--- config.mk ---
export PLATFORM = sky130hd
export DESIGN_NAME = cpu_step_ctrl
export DESIGN_NICKNAME = d
export VERILOG_FILES = /design/src/rtl/cpu_step_pkg.sv /design/src/rtl/rise_detect.sv /design/src/rtl/cpu_step_ctrl.sv
export SDC_FILE = /design/constraint.sdc
export NUM_CORES = 1
export LEC_CHECK = 0
export BUFFER_PORTS_ARGS = -buffer_cell sky130_fd_sc_hd__buf_2
export CORE_MARGIN = 5
export CORE_UTILIZATION = 46
export CTS_CLUSTER_DIAMETER = 200
export DETAILED_ROUTE_END_ITERATION = 6
export GPL_TIMING_DRIVEN = 0
export HOLD_SLACK_MARGIN = 0.03
export PLACE_DENSITY = 0.76
export REMOVE_ABC_BUFFERS = 1
export SLEW_MARGIN = 10
export SYNTH_ARGS = -nofsm -noshare
export SYNTH_HDL_FRONTEND = slang
export SYNTH_SLANG_ARGS = --single-unit
--- constraint.sdc ---
create_clock -name CLK -period 2.5 [get_ports CLK]
set_input_delay 0.375 -clock CLK [delete_from_list [all_inputs] [get_ports CLK]]
set_output_delay 0.375 -clock CLK [all_outputs]
set_load 0.01 [all_outputs]
--- src/rtl/cpu_step_pkg.sv ---
// Shared encodings for the front-panel CPU clock-enable controller:
// controller states and the front-panel mode switch values.
package cpu_step_pkg;

  typedef enum logic [1:0] {
    ST_IDLE  = 2'd0,
    ST_RUN   = 2'd1,
    ST_BURST = 2'd2,
    ST_BREAK = 2'd3
  } state_e;

  localparam logic [1:0] MODE_HALT  = 2'b00;
  localparam logic [1:0] MODE_RUN   = 2'b01;
  localparam logic [1:0] MODE_STEP  = 2'b10;
  localparam logic [1:0] MODE_BURST = 2'b11;

endpackage

--- src/rtl/rise_detect.sv ---
// Registered rising-edge detector for a level that is already synchronous
// to clk; rise is high for the single cycle in which the level goes 0 -> 1.
module rise_detect (
  input  logic clk,
  input  logic rst_n,
  input  logic in_lvl,
  output logic rise
);

  logic prev_d;
  logic prev_q;

  always_comb prev_d = in_lvl;

  // NOTE: sequential state uses non-blocking assignments so every flop samples pre-edge values.
  always_ff @(posedge clk or negedge rst_n) begin
    if (!rst_n) prev_q <= 1'b0;
    else        prev_q <= prev_d;
  end

  assign rise = in_lvl & ~prev_q;

endmodule

--- src/rtl/cpu_step_ctrl.sv ---
// Debug front-panel clock-enable controller: HALT / RUN / STEP / BURST pacing of
// PHI2_EN plus opcode-fetch breakpoints with a skip-once resume.
module cpu_step_ctrl
  import cpu_step_pkg::*;
#(
  parameter int ADDR_W  = 16,
  parameter int NUM_BP  = 2,
  parameter int BURST_W = 8,
  parameter int DIV_W   = 4
) (
  input  logic                     CLK,
  input  logic                     RESET_n,
  input  logic [1:0]               mode,
  input  logic                     step_req,
  input  logic                     resume,
  input  logic [BURST_W-1:0]       burst_len,
  input  logic [DIV_W-1:0]         div,
  input  logic [ADDR_W-1:0]        A,
  input  logic                     SYNC,
  input  logic [NUM_BP*ADDR_W-1:0] bp_addr,
  input  logic [NUM_BP-1:0]        bp_en,
  output logic                     PHI2_EN,
  output logic                     halted,
  output logic                     at_break,
  output logic [NUM_BP-1:0]        bp_hit
);

  // One extra bit so a zero burst length can hold the full 2^BURST_W count.
  localparam logic [BURST_W:0] REM_FULL = {1'b1, {BURST_W{1'b0}}};
  localparam logic [BURST_W:0] REM_ONE  = {{BURST_W{1'b0}}, 1'b1};

  logic step_rise;
  logic resume_rise;

  rise_detect u_step_rise (
    .clk    (CLK),
    .rst_n  (RESET_n),
    .in_lvl (step_req),
    .rise   (step_rise)
  );

  rise_detect u_resume_rise (
    .clk    (CLK),
    .rst_n  (RESET_n),
    .in_lvl (resume),
    .rise   (resume_rise)
  );

  logic [NUM_BP-1:0] bp_match;

  for (genvar i = 0; i < NUM_BP; i++) begin : g_bp
    assign bp_match[i] = bp_en[i] & SYNC & (A == bp_addr[i*ADDR_W +: ADDR_W]);
  end

  state_e             state_q,    state_d;
  logic [DIV_W-1:0]   div_cnt_q,  div_cnt_d;
  logic [BURST_W:0]   rem_q,      rem_d;
  logic               skip_q,     skip_d;
  logic [NUM_BP-1:0]  bp_hit_q,   bp_hit_d;
  logic               phi2_en_q,  phi2_en_d;
  logic               halted_q,   halted_d;
  logic               at_break_q, at_break_d;

  logic want_en;
  logic terminal;

  // NOTE: every always_comb output gets a default first so no latch is inferred.
  always_comb begin
    state_d   = state_q;
    div_cnt_d = '0;
    rem_d     = rem_q;
    skip_d    = skip_q;
    bp_hit_d  = bp_hit_q;
    phi2_en_d = 1'b0;
    want_en   = 1'b0;
    terminal  = (div_cnt_q == div);

    // Divider only counts while pacing; any state change leaves it cleared.
    unique case (state_q)
      ST_IDLE: begin
        if (mode == MODE_RUN) begin
          state_d = ST_RUN;
        end else if (step_rise && mode == MODE_STEP) begin
          want_en = 1'b1;
        end else if (step_rise && mode == MODE_BURST) begin
          rem_d   = (burst_len == '0) ? REM_FULL : {1'b0, burst_len};
          state_d = ST_BURST;
        end
      end
      ST_RUN: begin
        if (mode != MODE_RUN) state_d   = ST_IDLE;
        else if (terminal)    want_en   = 1'b1;
        else                  div_cnt_d = div_cnt_q + 1'b1;
      end
      ST_BURST: begin
        if (mode != MODE_BURST) state_d   = (mode == MODE_RUN) ? ST_RUN : ST_IDLE;
        else if (terminal)      want_en   = 1'b1;
        else                    div_cnt_d = div_cnt_q + 1'b1;
      end
      ST_BREAK: begin
        if (resume_rise) begin
          bp_hit_d = '0;
          skip_d   = 1'b1;
          state_d  = (mode == MODE_RUN) ? ST_RUN : ST_IDLE;
        end
      end
      default: state_d = ST_IDLE;
    endcase

    // Skip lets exactly one enable through at the address we broke on.
    if (want_en) begin
      if ((|bp_match) && !skip_q) begin
        bp_hit_d = bp_match;
        state_d  = ST_BREAK;
      end else begin
        phi2_en_d = 1'b1;
        skip_d    = 1'b0;
        if (state_q == ST_BURST) begin
          rem_d = rem_q - 1'b1;
          if (rem_q == REM_ONE) state_d = ST_IDLE;
        end
      end
    end

    halted_d   = (state_d == ST_IDLE) || (state_d == ST_BREAK);
    at_break_d = (state_d == ST_BREAK);
  end

  always_ff @(posedge CLK or negedge RESET_n) begin
    if (!RESET_n) begin
      state_q    <= ST_IDLE;
      div_cnt_q  <= '0;
      rem_q      <= '0;
      skip_q     <= 1'b0;
      bp_hit_q   <= '0;
      phi2_en_q  <= 1'b0;
      halted_q   <= 1'b1;
      at_break_q <= 1'b0;
    end else begin
      state_q    <= state_d;
      div_cnt_q  <= div_cnt_d;
      rem_q      <= rem_d;
      skip_q     <= skip_d;
      bp_hit_q   <= bp_hit_d;
      phi2_en_q  <= phi2_en_d;
      halted_q   <= halted_d;
      at_break_q <= at_break_d;
    end
  end

  assign PHI2_EN  = phi2_en_q;
  assign halted   = halted_q;
  assign at_break = at_break_q;
  assign bp_hit   = bp_hit_q;

endmodule

# Yosys cells after proc, flatten, opt, wreduce, memory -nomap -nowiden

Index checks and enable logic that the tools add are counted.
W data, S select, Z words.

Add/subtract/negate cells: 2
Equal/unequal tests: 13
Muxes and demuxes: 40
Bitwise logic cells: 8
Reductions and logical operators: 9

Operator list:

| kind                  | number |
|---|---|
| $mux W9               | 8 |
| $eq A16 B16 Y1        | 2 |
| $mux W2               | 14 |
| $mux W1               | 12 |
| $mux W4               | 3 |
| $eq A2 B2 Y1 const B  | 5 |
| $eq A9 B1 Y1 const B  | 1 |
| $sub A9 B1 Y9 const B | 1 |
| $logic_not A8 Y1      | 1 |
| $pmux W2 S4           | 1 |
| $pmux W4 S2           | 1 |
| $and A1 B1 Y1         | 6 |
| $add A4 B1 Y4 const B | 1 |
| $eq A2 B1 Y1 const B  | 2 |
| $eq A4 B4 Y1          | 1 |
| $logic_not A2 Y1      | 2 |
| $logic_and A1 B1 Y1   | 3 |
| $pmux W1 S3           | 1 |
| $ne A2 B1 Y1 const B  | 1 |
| $ne A2 B2 Y1 const B  | 1 |
| $not A1 Y1            | 2 |
| $reduce_or A2 Y1      | 1 |
| $logic_not A1 Y1      | 1 |
| $logic_or A1 B1 Y1    | 1 |

Bits in registers: 23
Bits of input ports: 69
Output and inout port bits: 5
Logic and storage cells: 82

# Depth between registers and ports, before layout

Word-level depth: 13
Gate-level depth with buffers: 11
Gate-level depth less buffers: 11

# Modules after synthesis

From an unflattened synthesis, not the netlist that was laid out.

Cells, all modules: 197
Area, all modules: 1767.9 sq um

Modules (own cells, without submodules):

| module        | times used | cells an instance | area an instance (sq um) | seq. area each (sq um) |
|---|---|---|---|---|
| cpu_step_ctrl | 1          | 193               | 1690.4                   | 526.8 |
| rise_detect   | 2          | 2                 | 38.8                     | 25.0 |

# Worst setup path before layout

Ideal clock, no wire load.

Path type: flip-flop to flip-flop
Start point: register state_q[0]
End point: register rem_q[5]
Setup time: 0.126 ns
Data arrival time: 2.092 ns
Slack: 0.282 ns
Cell stages (with the launch flop): 11
Cells stage by stage: dfrtp_1 inv_1 ha_1 and2_1 o21ai_1 a2bb2oi_1 nor2_1 nand4bb_2 buf_6 and2_1 a221o_1

Longest elaborated chain between the ends: 5
Elaborated cells on any way between the ends: 8

RTL lines:

| element                | RTL line             | source |
|---|---|---|
| from (decl)            | cpu_step_ctrl.sv:55  | `state_e state_q, state_d;` |
| from (signal assigned) | cpu_step_ctrl.sv:140 | `state_q <= state_d;` |
| $logic_not A2 Y1       | cpu_step_ctrl.sv:79  | `unique case (state_q)` |
| $mux W9                | cpu_step_ctrl.sv:79  |  |
| $mux W9                | cpu_step_ctrl.sv:118 | `if (state_q == ST_BURST) begin` |
| $mux W9                | cpu_step_ctrl.sv:112 | `if ((\|bp_match) && !skip_q) begin` |
| $mux W9 (*)            | cpu_step_ctrl.sv:111 | `if (want_en) begin` |
| named net rem_d[5]     | cpu_step_ctrl.sv:57  | `logic [BURST_W:0] rem_q, rem_d;` |
| to (signal assigned)   | cpu_step_ctrl.sv:142 | `rem_q <= rem_d;` |
| to (decl)              | cpu_step_ctrl.sv:57  |  |

The timed path passes the listed nets; every way through them passes the cells marked *.

# Worst setup path after layout

Start point: register state_q[0]
End point: register halted_q, in the netlist halted

Longest elaborated chain between the ends: 10
Elaborated cells on any way between the ends: 19

RTL lines:

| element                                          | RTL line             | source |
|---|---|---|
| $mux W2                                          | cpu_step_ctrl.sv:85  | `end else if (step_rise && mode == MODE_BURST) begin` |
| $mux W2                                          | cpu_step_ctrl.sv:83  | `end else if (step_rise && mode == MODE_STEP) begin` |
| $mux W2                                          | cpu_step_ctrl.sv:81  | `if (mode == MODE_RUN) begin` |
| $pmux W2 S4                                      | cpu_step_ctrl.sv:79  |  |
| $mux W2                                          | cpu_step_ctrl.sv:120 | `if (rem_q == REM_ONE) state_d = ST_IDLE;` |
| $mux W2                                          | cpu_step_ctrl.sv:118 |  |
| $mux W2                                          | cpu_step_ctrl.sv:112 |  |
| $mux W2 (*)                                      | cpu_step_ctrl.sv:111 |  |
| named net state_d[0]                             | cpu_step_ctrl.sv:55  |  |
| $eq A2 B2 Y1 or $logic_not A2 Y1 (tied branches) | cpu_step_ctrl.sv:125 | `halted_d = (state_d == ST_IDLE) \|\| (state_d == ST_BREAK);` |
| $logic_or A1 B1 Y1 (*)                           | cpu_step_ctrl.sv:125 |  |
| named net halted_d                               | cpu_step_ctrl.sv:61  | `logic halted_q, halted_d;` |
| to (signal assigned)                             | cpu_step_ctrl.sv:146 | `halted_q <= halted_d;` |
| to (decl)                                        | cpu_step_ctrl.sv:61  |  |

Marked as above.

==> impl_metrics.toml <==
[clock_network]
clockRootBuffer = "clkbuf_8"
htreeDepth = 1
clk_path_buf_depth = 2
numCtsBuffers = 3
cts_hold_buffers = 0
clk_pin_slew_ps = 90
cts_tree = "built"
insertion_delay_ps = 270
cts_sinks = 23

[final_layout]
nets = 349
insertedDiodeCount = 0
layout_common_cells = "73 x buf_2, 23 x xnor2_1, 22 x dfrtp_1"
drive_gt1_frac = 0.346
fillers = 369
regArea_um2 = 577
multiInputGateArea_um2 = 1140
final_common_cell = "buf_2"
area_delta_synth_final_pct = 29.4

[global_routing]
antenna_found_initial = 0
overflow = 0
grt_pass1_vias = 1623
grt_max_degree = 24
groute.usage.overall = 0.170
grt_pass1_wl_um = 6980

[routing]
postRouteAntennaNets = 0
vias = 1625
drt-total-wl_um = 4280
drt_iter0_markers = 84
drt_first_pass_iters = 4
wl_per_cell_um = 13.5
drc = 0
routed_via_density = 5.13

[logic_synthesis]
ys.warnings.count = 0
seq_area_frac_synth = 0.329
synth_xor_area_frac = 0.200
syn_avg_cell_area_um2 = 9.24
ys_seq_elements = 23
synth_compound_area_frac = 0.103
synth_fa_ha_area_frac = 0.0713
synth_async_sr_flop_share = 1.00
synth_top_cell_by_area = "dfrtp_1"
syn_area_um2 = 1760
synth-simple-area-share = 0.217
yosys-top-cells-area = "dfrtp_1 31%, xnor2_1 11%, xor2_1 8.5%, ha_1 7.1%, nand2_1 4.3%"
synth_cell_types = 38
ys.flop_type = "dfrtp_1"
syn_inst = 190
synth_top_family_by_area = "simple AND/OR/NAND/NOR gates"
synth.area.mux_share = 0.0413
synth_edf_count = 0
yosys.area.top_type_share = 0.314

[sta]
fin_setup_tns_ps = 0
maxSlewViolCount = 0
maxSlewHeadroom = 0.659
post-route-min-period_ps = 2310
post-route-period-util = 0.924
fin_worst_skew_ps = 8.47
hold-worst-slack_ps = 61.2
rsz0062_at_grt = "false"
finalHoldViolations = 0
max_freq_mhz = 433
tightestPinTransition_ps = 511
report.final.setup_viol = 0

[critical_path]
startpoint = "state_q[0]"
path_delay_family = "simple AND/OR/NAND/NOR gates"
rr_worst_depth = 12
reg2reg_to = "halted"
rrSetupSlack_ps = 190
slowest_delay_ps = 450
startpoint_type = "flip-flop"
path_class = "flip-flop to flip-flop"
cp_cell_sequence = "inv_2 -> ha_4 -> and2_1 -> o21ai_1 -> a2bb2oi_1 -> nor2_2 -> buf_4 -> nand3_1 -> o21ai_0 -> nand2_1 -> ha_1 -> inv_1"
end_kind = "flip-flop"
arrival_ps = 2520
crit_slowest_cell = "dfrtp_1"
worstPathRequired_ps = 2710
crit_fanout = 5
cp_num_buf_inv = 3
rr_startpoint = "state_q[0]"

[die]
num_rows = 22
core-area_um2 = 3690
die_h_um = 71.8
ios = 74
dieArea_um2 = 5150
die_width_um = 71.8
start_util = 0.476

[place]
io_buffers = 73
place_hpwl_um = 3410
gp_congestion = 0.847

[power]
p_per_area_nw_per_um2 = 595
p_leak_nw = 1.13
p_total_mw = 1.35
vdd_drop_max_v = 0.000466

[outcome]
status = "finished, final reports clean"

[flow_run]
drv_cap = 0

[worst_hold_path]
min_path_type = "input port to async pin"
synthesized netlist by cell type (2+ instances only):
cell	count
mux2i_1	5
a221o_1	3
ha_1	10
nor2b_1	3
nor2_1	9
mux2_2	2
nand4_1	5
nand2_1	20
nand3_1	8
a21oi_1	5
nor4_1	7
or3_1	2
o21ai_0	10
and2_1	4
dfrtp_1	22
inv_1	9
a211oi_1	2
a21o_1	2
xnor2_1	23
nor3_1	5
xor2_1	17
final cells by class:
cell class / instances / area share
Clock buffer: 4 / 0.0198
Timing Repair Buffer: 78 / 0.183
Inverter: 9 / 0.0149
Tap cell: 48 / 0.0264
Sequential cell: 23 / 0.254
Multi-Input combinational cell: 155 / 0.502
state kept, by name (all words and copies together) (netlist names), 2 cells and up:
signal	count
bp_hit	2
div_cnt_q	4
rem_q	9
state_q	2
kinds of logic (layout without fill, tap and decap cells):
group | after synthesis | after routing
buffers and inverters | 12 | 91
muxes | 7 | 7
and+or+nand+nor | 70 | 70
xor gates and xnor gates | 40 | 40
DFF | 23 | 23
adders and majority gates | 10 | 10
AOI/OAI and AO/OA | 28 | 28
where the power goes:
group | total (mW) | switching [mW] | internal [mW]
Clock | 0.237 | 0.123 | 0.114
Combinational | 0.549 | 0.281 | 0.269
Sequential | 0.564 | 0.0932 | 0.471
Total | 1.35 | 0.497 | 0.853
worst max path at each step:
stage	endpoint	slack, ps	cells past startpoint
after CTS	rem_q[5]	30	9
after detailed placement	rem_q[5]	-310	9
after floorplan	rem_q[5]	50	9
after global placement	rem_q[5]	-260	9
final	halted	190	12
after global routing	rem_q[2]	20	10
routing by layer:
metal / up-vias / part of all wire / global-route usage
met5: - / 0 / 0
met4: 0 / 0.023 / 0.0605
met3: 13 / 0.054 / 0.0463
met2: 35 / 0.51 / 0.287
met1: 755 / 0.42 / 0.207
li1: 822 / - / -
per-stage QoR:
| stage | setup slack [ps] | instances | utilization | cell area (µm²) |
|---|---|---|---|---|
| 3_3_place_gp | -261 | 308 | 0.582 | 2150 |
| 6_report | 191 | 317 | 0.616 | 2270 |
| 5_1_grt | 20.4 | 317 | 0.616 | 2270 |
| 4_1_cts | 32.5 | 315 | 0.608 | 2240 |
| 3_5_place_dp | -308 | 308 | 0.582 | 2150 |
| 2_1_floorplan | 54.3 | 187 | - | 1720 |
repair_timing:
action,CTS,global route
setup endpoints to repair,6,7
gates resized for setup,2,5
pin swaps,1,1
buffers inserted,3,2
No activity file was read; power rests on OpenSTA's default activity.
